[src/rtl/minmax_pkg.sv]
// Shared definitions for the min/max frame controller: default sample MSB,
// FSM state encoding and frame-length normalisation.
package minmax_pkg;

    localparam int MSB_DEFAULT = 8;

    typedef enum logic {
        IDLE = 1'b0,
        ACC  = 1'b1
    } state_t;

    // A programmed length of zero behaves as a single-sample frame.
    function automatic logic [7:0] eff_len(input logic [7:0] l);
        return (l == 8'd0) ? 8'd1 : l;
    endfunction

endpackage

[src/rtl/minmax_frame_ctrl.sv]
// Frames an input sample stream into an external min/max averager and
// returns one (min+max)/2 result per frame over a ready/valid handshake.
module minmax_frame_ctrl
    import minmax_pkg::*;
#(
    parameter int MSB = MSB_DEFAULT
) (
    input  logic         clock,
    input  logic         reset,
    input  logic         s_valid,
    output logic         s_ready,
    input  logic [MSB:0] s_data,
    input  logic [7:0]   frame_len,
    input  logic         flush,
    output logic         mm_clear,
    output logic         mm_enable,
    output logic         mm_reset,
    output logic [MSB:0] mm_in,
    input  logic [MSB:0] mm_out,
    output logic         r_valid,
    input  logic         r_ready,
    output logic [MSB:0] r_data,
    output logic [7:0]   r_count
);

    state_t       state, state_nx;
    logic [7:0]   cnt, cnt_nx;
    logic [7:0]   len, len_nx;
    logic [7:0]   cur_len, cnt_inc;
    logic [MSB:0] held, held_nx;
    logic         accept, capture;

    // Stalling on an unconsumed result also keeps a frame's last sample from
    // overwriting it.
    assign s_ready  = !reset && !flush && (!r_valid || r_ready);
    assign accept   = s_valid && s_ready;
    assign mm_clear = reset | flush;

    assign cur_len = (state == IDLE) ? eff_len(frame_len) : len;
    assign cnt_inc = (state == IDLE) ? 8'd1 : cnt + 8'd1;
    assign capture = accept && (cnt_inc == cur_len);

    always_comb begin
        state_nx  = state;
        cnt_nx    = cnt;
        len_nx    = len;
        held_nx   = held;
        mm_enable = 1'b0;
        mm_reset  = 1'b0;
        mm_in     = '0;

        if (!reset) begin
            if (state == IDLE) begin
                if (accept) begin
                    mm_enable = 1'b1;
                    mm_reset  = 1'b1;
                    mm_in     = s_data;
                end
            end else begin
                // Re-feeding the last sample leaves the running min/max unchanged.
                mm_enable = 1'b1;
                mm_in     = accept ? s_data : held;
            end
        end

        if (flush) begin
            state_nx = IDLE;
            cnt_nx   = '0;
        end else if (accept) begin
            held_nx = s_data;
            len_nx  = cur_len;
            if (capture) begin
                state_nx = IDLE;
                cnt_nx   = '0;
            end else begin
                state_nx = ACC;
                cnt_nx   = cnt_inc;
            end
        end
    end

    always_ff @(posedge clock) begin
        if (reset) begin
            state <= IDLE;
            cnt   <= '0;
            len   <= '0;
            held  <= '0;
        end else begin
            state <= state_nx;
            cnt   <= cnt_nx;
            len   <= len_nx;
            held  <= held_nx;
        end
    end

    always_ff @(posedge clock) begin
        if (reset) begin
            r_valid <= 1'b0;
            r_data  <= '0;
            r_count <= '0;
        end else if (capture) begin
            r_valid <= 1'b1;
            r_data  <= mm_out;
            r_count <= cur_len;
        end else if (r_ready) begin
            r_valid <= 1'b0;
        end
    end

endmodule

[config.mk]
export PLATFORM = sky130hd
export DESIGN_NAME = minmax_frame_ctrl
export DESIGN_NICKNAME = d
export VERILOG_FILES = /design/src/rtl/minmax_pkg.sv /design/src/rtl/minmax_frame_ctrl.sv
export SDC_FILE = /design/constraint.sdc
export NUM_CORES = 1
export LEC_CHECK = 0
export CAP_MARGIN = 20
export CORE_UTILIZATION = 27
export DETAILED_ROUTE_END_ITERATION = 12
export DONT_BUFFER_PORTS = 1
export PLACE_DENSITY = 0.36
export SETUP_SLACK_MARGIN = 0.1
export SYNTH_ARGS = -nofsm -noshare
export SYNTH_HDL_FRONTEND = slang
export SYNTH_SLANG_ARGS = --single-unit
[constraint.sdc]
create_clock -name clock -period 4.2 [get_ports clock]
set_clock_uncertainty 0.15 [all_clocks]
set_input_delay 0.84 -clock clock [delete_from_list [all_inputs] [get_ports clock]]
set_output_delay 0.84 -clock clock [all_outputs]
set_load 0.01 [all_outputs]
==> out/qor.yml, run 1 <==
floorplan:
  die_h_um: 91.9
  start_util_pct: 28.1
  rows: 32
  die_w_um: 91.9
  dieArea_mm2: 0.00844
  ios: 62
  coreArea_mm2: 0.00777
synth:
  synth-seq-cells: 44
  async_flop_share_pct: 0
  yosysMostFrequentCell: "dfxtp_1"
  ys_seq_area_share_pct: 40.4
  yosys_warnings: 0
  synth.area.top_cells: "dfxtp_1, mux2i_1, nor2_1"
  mappedNetlistNets: 280
  ys.flop_type: "dfxtp_1"
  synth_top_area_share_pct: 40.4
  synth_cell_type_count: 42
  yosysTopAreaCell: "dfxtp_1"
  syn_inst: 248
  syn_area_mm2: 0.00218
  synth_commonest_cells: "dfxtp_1, nor2_1, nand2_1"
  synth_edf_count: 0
  syn-mean-instance-area_um2: 8.79
finish:
  layout-drive-gt1-share_pct: 9.88
  syn2layout_area_growth_pct: 6.54
  final_nets: 274
  antenna_cells: 0
routing:
  firstDrtPassIters: 5
  ant_nets: 0
  wl_mm: 5.15
  wire_per_inst_um: 14.9
  route.met3.wl_um: 371
  wl_met1_mm: 2.44
  top_layer: "met4"
  vias: 1685
  dr_wl_met2_mm: 2.28
  routed_via_density: 4.88
  drc: 0
  first_iter_violations: 60
grt:
  overflow: 0
  grt_max_degree: 47
  antenna_found_initial: 0
  grt_pass1_vias: 1659
  track_usage_pct: 13.1
  grt_pass1_wl_mm: 8.75
hold_path:
  min-delay-start: "len[4]"
  min_path_cells: 2
  hold_end: "len[4]"
  hold_path.class: "reg2reg"
clock_tree:
  holdBufCountCts: 0
  cts_sinks: 44
  root_buffer: "clkbuf_8"
  post_cts_resized: 0
  clkLatencyLatePin_ns: 0.30
  path_clk_slew_ns: 0.09
  clk_path_buf_depth: 2
  htreeDepth: 2
  numCtsBuffers: 5
  post-cts-setup-buffers: 0
  cts_tree: "done"
critical_path:
  worstReg2RegStart: "state"
  r2r.worst_path.cells: 6
  r2r_setup_slack_ns: 1.20
  worst_setup_path_start_kind: "flip-flop"
  critPathArrivalTime_ns: 2.21
  critPathMaxFanout: 25
  critPathRequiredTime_ns: 3.21
  endpoint_kind: "output pin"
  path_class: "reg2out"
  r2r_end: "r_data[5]"
sta:
  min_period_ns: 3.20
  rsz0062_at_grt: "no"
  post-route-period-util_pct: 76.1
  finalSetupViolCount: 0
  final-hold-violation-count: 0
  relSlewSlack_pct: 28.6
  max_freq_mhz: 313
  tightest_slew_ns: 1.07
  tns_ns: 0
  drv_slew: 0
status:
  status: "finished, final reports clean"
power:
  power_per_cell_area_mw_per_mm2: 327
  peakVddDrop_mv: 0.104
  power.leakage_nw: 0.751
  total_power_mw: 0.759
placed_design:
  port_buffers: 0
  gp_congestion: 0.693
  dp.final_hpwl_mm: 3.65
job:
  cap_viol_max_count: 0
==> final cells by class <==
cell class | count | area (um2)
Clock buffer | 6 | 82.6
Clock inverter | 2 | 13.8
Fill cell | 866 | 5440
Inverter | 6 | 22.5
Multi-Input combinational cell | 182 | 1170
Sequential cell | 44 | 881
Tap cell | 102 | 128
Timing Repair Buffer | 3 | 22.5
==> sequential cells by signal, summed over array words and instances (netlist names) <==
name,flops
r_valid,1
r_data,9
state,1
held,9
len,8
cnt,8
r_count,8
==> per-stage QoR <==
step	utilization, %	hold slack, ns	std cells	worst slack [ns]	cell area (um2)
2_1_floorplan	-	0.286	248	0.728	2180
3_3_place_gp	28.7	0.288	337	0.976	2230
3_5_place_dp	28.7	0.294	337	0.938	2230
4_1_cts	29.9	0.308	345	0.941	2320
5_1_grt	29.9	0.337	345	0.736	2320
6_report	29.9	0.305	345	1.00	2320
==> worst max-delay path: stages, from the launching register on <==
cell,delay [ns]
dfxtp_1,1.03
inv_1,0.14
nand2_1,0.34
clkinv_1,0.38
==> layout by cell type, fill, tap and decap left out, drive strengths merged, types with 3 or more instances in the layout <==
| cell type | netlist | layout |
|---|---|---|
| and2 | 4 | 4 |
| o21ai | 6 | 6 |
| nor4 | 3 | 3 |
| nand2b | 4 | 4 |
| a211oi | 8 | 8 |
| nand3 | 6 | 6 |
| xor2 | 4 | 4 |
| nor3 | 11 | 11 |
| xnor2 | 4 | 4 |
| nor2b | 3 | 3 |
| nor2 | 34 | 34 |
| mux2i | 26 | 26 |
| a31oi | 3 | 3 |
| dfxtp | 44 | 44 |
| inv | 5 | 6 |
| or4 | 4 | 4 |
| nand4 | 3 | 3 |
| a21oi | 17 | 17 |
| clkbuf | 8 | 6 |
| nand2 | 27 | 27 |
| buf | 8 | 3 |
==> report_power, final <==
group	total (mW)	internal (mW)	switching, mW
Clock	0.287	0.135	0.152
Combinational	0.0425	0.0183	0.0242
Sequential	0.429	0.423	0.00636
Total	0.759	0.576	0.183
==> worst max-delay path by stage <==
| stage | from | endpoint | slack (ns) | depth (start not counted) |
|---|---|---|---|---|
| finish | state | mm_reset | 1.00 | 3 |
| global route | state | mm_reset | 0.74 | 3 |
| CTS | state | mm_reset | 0.94 | 3 |
| detailed placement | frame_len[2] | r_data[5] | 0.94 | 7 |
| global placement | frame_len[2] | r_data[2] | 0.98 | 7 |
| floorplan | reset | mm_in[4] | 0.73 | 7 |
==> routing by layer <==
layer	up-vias	track usage, %
li1	858	-
met1	775	17.8
met2	48	19.6
met3	4	4.15
met4	0	4.30
met5	-	0
==> kinds of logic after synthesis <==
kind of cell               after synthesis  share of synthesized area [%]
muxes                                   26                           11.9
and+or+nand+nor                        103                           22.3
xor gates and xnor gates                 9                           4.25
buffers and inverters                   22                           5.79
adders and majority gates                1                          0.574
AOI/OAI and AO/OA                       43                           14.7
DFF                                     44                           40.4
Power figures use the tool's default switching activity.
==> run 2, diff against run 1 <==
Clock period 4.2 ns to 3.2 ns, I/O delays scaled along.
==> run 2 against run 1 <==
  * Sequential power grew 31%
  * Count of clock-buffer cells in the layout grew 1
  * Sequential share of layout area shrank 0.92 points
  * Critical path depth grew 1
  * Clock power grew 30%
  * Worst setup slack lost 0.73 ns
  * Global-route usage is essentially flat
  * Register-to-register slack lost 0.70 ns
==> out/qor.yml, run 2 (same netlist as run 1, synthesis figures left out) <==
grt:
  antenna_found_initial: 0  # unchanged
  track_usage_pct: 13.1  # +0.034 points
  grt_pass1_vias: 1742  # +5.0%
  grt_max_degree: 47  # unchanged
  grt_pass1_wl_mm: 8.74  # about the same
  overflow: 0  # unchanged
floorplan:
  dieArea_mm2: 0.00844  # unchanged
  ios: 62  # unchanged
  coreArea_mm2: 0.00777  # unchanged
  start_util_pct: 28.1  # unchanged
  die_h_um: 91.9  # unchanged
  die_w_um: 91.9  # unchanged
  rows: 32  # unchanged
clock_tree:
  root_buffer: "clkbuf_8"
  cts_tree: "done"
  clkLatencyLatePin_ns: 0.30  # about the same
  post_cts_resized: 0  # unchanged
  holdBufCountCts: 0  # unchanged
  numCtsBuffers: 5  # unchanged
  post-cts-setup-buffers: 0  # unchanged
  clk_path_buf_depth: 2  # unchanged
  htreeDepth: 2  # unchanged
  cts_sinks: 44  # unchanged
  path_clk_slew_ns: 0.09  # about the same
placed_design:
  port_buffers: 0  # unchanged
  pre_cts_ws_ns: 0.235  # -0.703 ns
  dp.final_hpwl_mm: 3.73  # +2.2%
  dp.cells: 345  # +2.4%
  gp_congestion: 0.700  # +1.0%
finish:
  final_nets: 282  # +2.9%
  final_common_cell: "dfxtp_1"
  utilization_pct: 30.7  # +0.74 points
  antenna_cells: 0  # unchanged
  num-fill-cells: 861  # -0.58%
  top_regs: "held x9, r_data x9"
  layout_common_cells: "dfxtp_1, nor2_1, nand2_1"
  syn2layout_area_growth_pct: 9.18
  layout-drive-gt1-share_pct: 12.4  # +2.5 points
  final_cells: 353  # +2.3%
power:
  power_switching_mw: 0.236  # +29%
  combPwrFrac_pct: 5.8  # +0.2 points
  total_power_mw: 0.992  # +31%
  power.leakage_nw: 0.788  # +4.9%
  power_per_cell_area_mw_per_mm2: 417  # +28%
  p_int_mw: 0.756  # +31%
  clockPowerShare_pct: 37.5  # -0.3 points
  switching_share_pct: 23.8  # -0.31 points
  p_seq_share_pct: 56.7  # about the same
  peakVddDrop_mv: 0.137  # +32%
critical_path:
  endpoint_kind: "output pin"
  critPathArrivalTime_ns: 2.13  # -0.08 ns
  worst_setup_path_start_kind: "flip-flop"
  critical-path-max-stage-delay_ns: 0.78  # -0.25 ns
  slowest_stage: "dfxtp_1"
  path_buf_inv: 3  # +1
  worstPathCellList: "buf_4, inv_1, nand2_1, clkinv_1"
  critPathMaxFanout: 17  # -32%
  path_class: "reg2out"
  critPathRequiredTime_ns: 2.41  # -0.80 ns
  critPathTopFamily: "flip-flops"
routing:
  vias: 1715  # +1.8%
  wire_per_inst_um: 14.8  # -0.75%
  ant_nets: 0  # unchanged
  firstDrtPassIters: 5  # unchanged
  first_iter_violations: 73  # +22%
  wl_mm: 5.23  # +1.6%
  drc: 0  # unchanged
  routed_via_density: 4.86  # -0.53%
sta:
  tightest_slew_ns: 0.698  # -0.371 ns
  rsz0062_at_grt: "no"
  post-route-period-util_pct: 91.4
  tns_ns: 0  # unchanged
  final-hold-violation-count: 0  # unchanged
  finalSetupViolCount: 0  # unchanged
  finalWorstSetupSlack_ns: 0.277  # -0.728 ns
  relSlewSlack_pct: 53.4  # +25 points
  drv_slew: 0  # unchanged
  min_period_ns: 2.92
  max_freq_mhz: 342
hold_path:
  hold_path.class: "in2reg"
job:
  cap_viol_max_count: 0  # unchanged
status:
  status: "finished, final reports clean"
run 2: worst register-to-register path, delay by kind of cell (launching register included):
family	cells	cell delay [ns]
buf+inv	1	0.31
fa+ha+maj	1	0.38
mux	2	0.47
compound gates	1	0.41
xor+xnor	1	0.23
simple gates	2	0.20
flops	1	0.46
run 2: power by group through the flow:
stage               sequential [mW]  combinational [mW]  clock [mW]
detailed placement            0.576              0.0587           0
CTS                           0.563              0.0588       0.390
global route                  0.564              0.0653       0.412
finish                        0.563              0.0577       0.372
global placement              0.576              0.0585           0
floorplan                     0.572              0.0561           0
run 2: final timing paths:
| path | startpoint | endpoint | slack (ns) | depth (start not counted) |
|---|---|---|---|---|
| setup / recovery | state | mm_reset | 0.28 | 4 |
| hold / removal | reset | held[6] | 0.25 | 1 |
| setup reg to reg | cnt[0] | r_data[7] | 0.50 | 8 |
| hold reg to reg | len[4] | len[4] | 0.30 | 2 |
run 2: stage by stage:
step,instance area (um2),hold WS [ns]
after floorplan,2180,0.286
after global placement,2290,0.286
after detailed placement,2290,0.293
after CTS,2380,0.238
after global routing,2380,0.231
final,2380,0.252
run 2: area by class of cell:
class | count | area, um2 | share of cell area (%)
multi-input combinational | 182 | 1170 | 49.3
sequential | 44 | 881 | 37.0
clock buffer | 7 | 86.3 | 3.63
tap | 102 | 128 | 5.36
timing repair buffer | 11 | 82.6 | 3.47
inverter | 6 | 22.5 | 0.946
clock inverter | 1 | 7.51 | 0.315
run 2: metal layers:
metal | vias to the layer above | share of wire (%) | global-route usage [%]
li1 | 872 | - | -
met1 | 797 | 48 | 16.8
met2 | 41 | 45 | 20.8
met3 | 5 | 6.3 | 4.31
met4 | 0 | 1.3 | 4.30
met5 | - | 0 | 0
==> RTL edit, RTL diff (settings of run 2) <==
`MSB_DEFAULT`: 8 -> 7.
--- a/src/rtl/minmax_pkg.sv
+++ b/src/rtl/minmax_pkg.sv
@@ -3,5 +3,5 @@
 package minmax_pkg;
 
-    localparam int MSB_DEFAULT = 8;
+    localparam int MSB_DEFAULT = 7;
 
     typedef enum logic {
Interface: changed (resized mm_in, mm_out, r_data and s_data); port bits go from 62 to 58. No check against the original RTL was run, so the function may have changed too.
==> RTL edit against run 2 <==
Utilization is 1.9 points higher. Non-clock buffer count is 7 higher. Setup slack better by 0.23 ns. Routed wire length is 11% higher. Total power is 3.7% higher. Highest routed layer unchanged. Cell area is 1.4% higher. Synthesized area is 2.7% lower. Via count is 7.3% higher. Critical path depth is 2 higher. Sequential cell count is 2 lower.
==> RTL edit: results <==
metrics = {
    "outcome": {
        "status": "complete, no violations",
    },
    "cells_and_area": {
        "drive_gt1_frac": 0.126,
        "nFillCells": 819,
    },
    "yosys": {
        "synth_common_cells": "dfxtp_1, a21oi_1, nand2_1",
        "synth-compound-area-share": 0.205,
        "yosys-mux-area-fraction": 0.0861,
        "yosysSeqAreaShare": 0.396,
        "synth_xor_area_frac": 0.0483,
        "yosys-top-cells-area": "dfxtp_1, mux2i_1, a21oi_1",
        "synth-adder-area-share": 0.00590,
        "synthesis.nets": 284,
    },
    "pwr": {
        "ir_drop_mv": 0.152,
        "p_leak_nw": 0.758,
    },
    "route": {
        "drt_wl_total_um": 5810,
        "drtPass1Iterations": 6,
        "drtIter0Drc": 70,
        "avgRoutedWirePerCell_um": 16.1,
        "via_per_inst": 5.10,
    },
    "worst_setup_path": {
        "r2r-end": "r_data[2]",
        "startpoint": "flush",
        "slowest_delay_ns": 0.27,
        "cp_slowest_cell": "nor2_1",
        "path_delay_family": "simple AND/OR/NAND/NOR gates",
        "crit_fanout": 18,
        "critPathArrivalTime_ns": 1.90,
        "crit_cells": 6,
        "cp-endpoint": "mm_in[3]",
        "rrSetupSlack_ns": 0.55,
        "reg2reg_from": "cnt[1]",
    },
    "grt": {
        "grt_max_degree": 45,
        "grt_pass1_wl_um": 9420,
    },
    "placed_design": {
        "dp_hpwl_um": 4190,
        "gp_congestion": 0.749,
    },
    "timing": {
        "hold_slack_ns": 0.256,
    },
}
## RTL edit: cell count changes after synthesis, moves of 10 or more
cell     change
nand3_1     +15
o21ai_1     +13
a21oi_1     +13
nor2_1      -17
mux2i_1     -10
## RTL edit: final cells by class
type	count	area, sq um	share of cell area
inverters	3	11.3	0.00467
well taps	99	124	0.0513
clock inverters	1	30.0	0.0124
multi-input cells	191	1180	0.490
clock buffers	7	76.3	0.0316
repair buffers	18	148	0.0612
flip-flops and latches	42	841	0.348
## RTL edit: metrics by stage
step	util	cell area (sq um)	power [W]	setup slack, ns
after global placement	0.311	2310	0.000623	0.458
final	0.326	2410	0.00103	0.510
after global routing	0.326	2410	0.00108	0.320
after detailed placement	0.311	2310	0.000622	0.463
after CTS	0.326	2410	0.00105	0.447
after floorplan	-	2120	0.000608	0.309
## RTL edit: routing by layer
metal | global-route usage | vias up | wire (um)
li1 | - | 935 | -
met1 | 0.195 | 857 | 2820
met2 | 0.223 | 42 | 2540
met3 | 0.0455 | 6 | 386
met4 | 0.0444 | 0 | 59
met5 | 0 | - | 0
## RTL edit: worst min path at each step
stage               startpoint  cells after the start  endpoint
floorplan               len[4]                      2    len[4]
finish                   reset                      1   held[1]
global placement        len[4]                      2    len[4]
global route             reset                      1   held[1]
CTS                      reset                      1   r_valid
detailed placement      len[4]                      2    len[4]
## RTL edit: power groups by stage
stage	combinational, W	clock (W)	sequential (W)
floorplan	0.0000610	0	0.000548
global placement	0.0000736	0	0.000549
detailed placement	0.0000729	0	0.000549
CTS	0.0000735	0.000441	0.000537
global route	0.0000810	0.000459	0.000538
finish	0.0000720	0.000420	0.000537
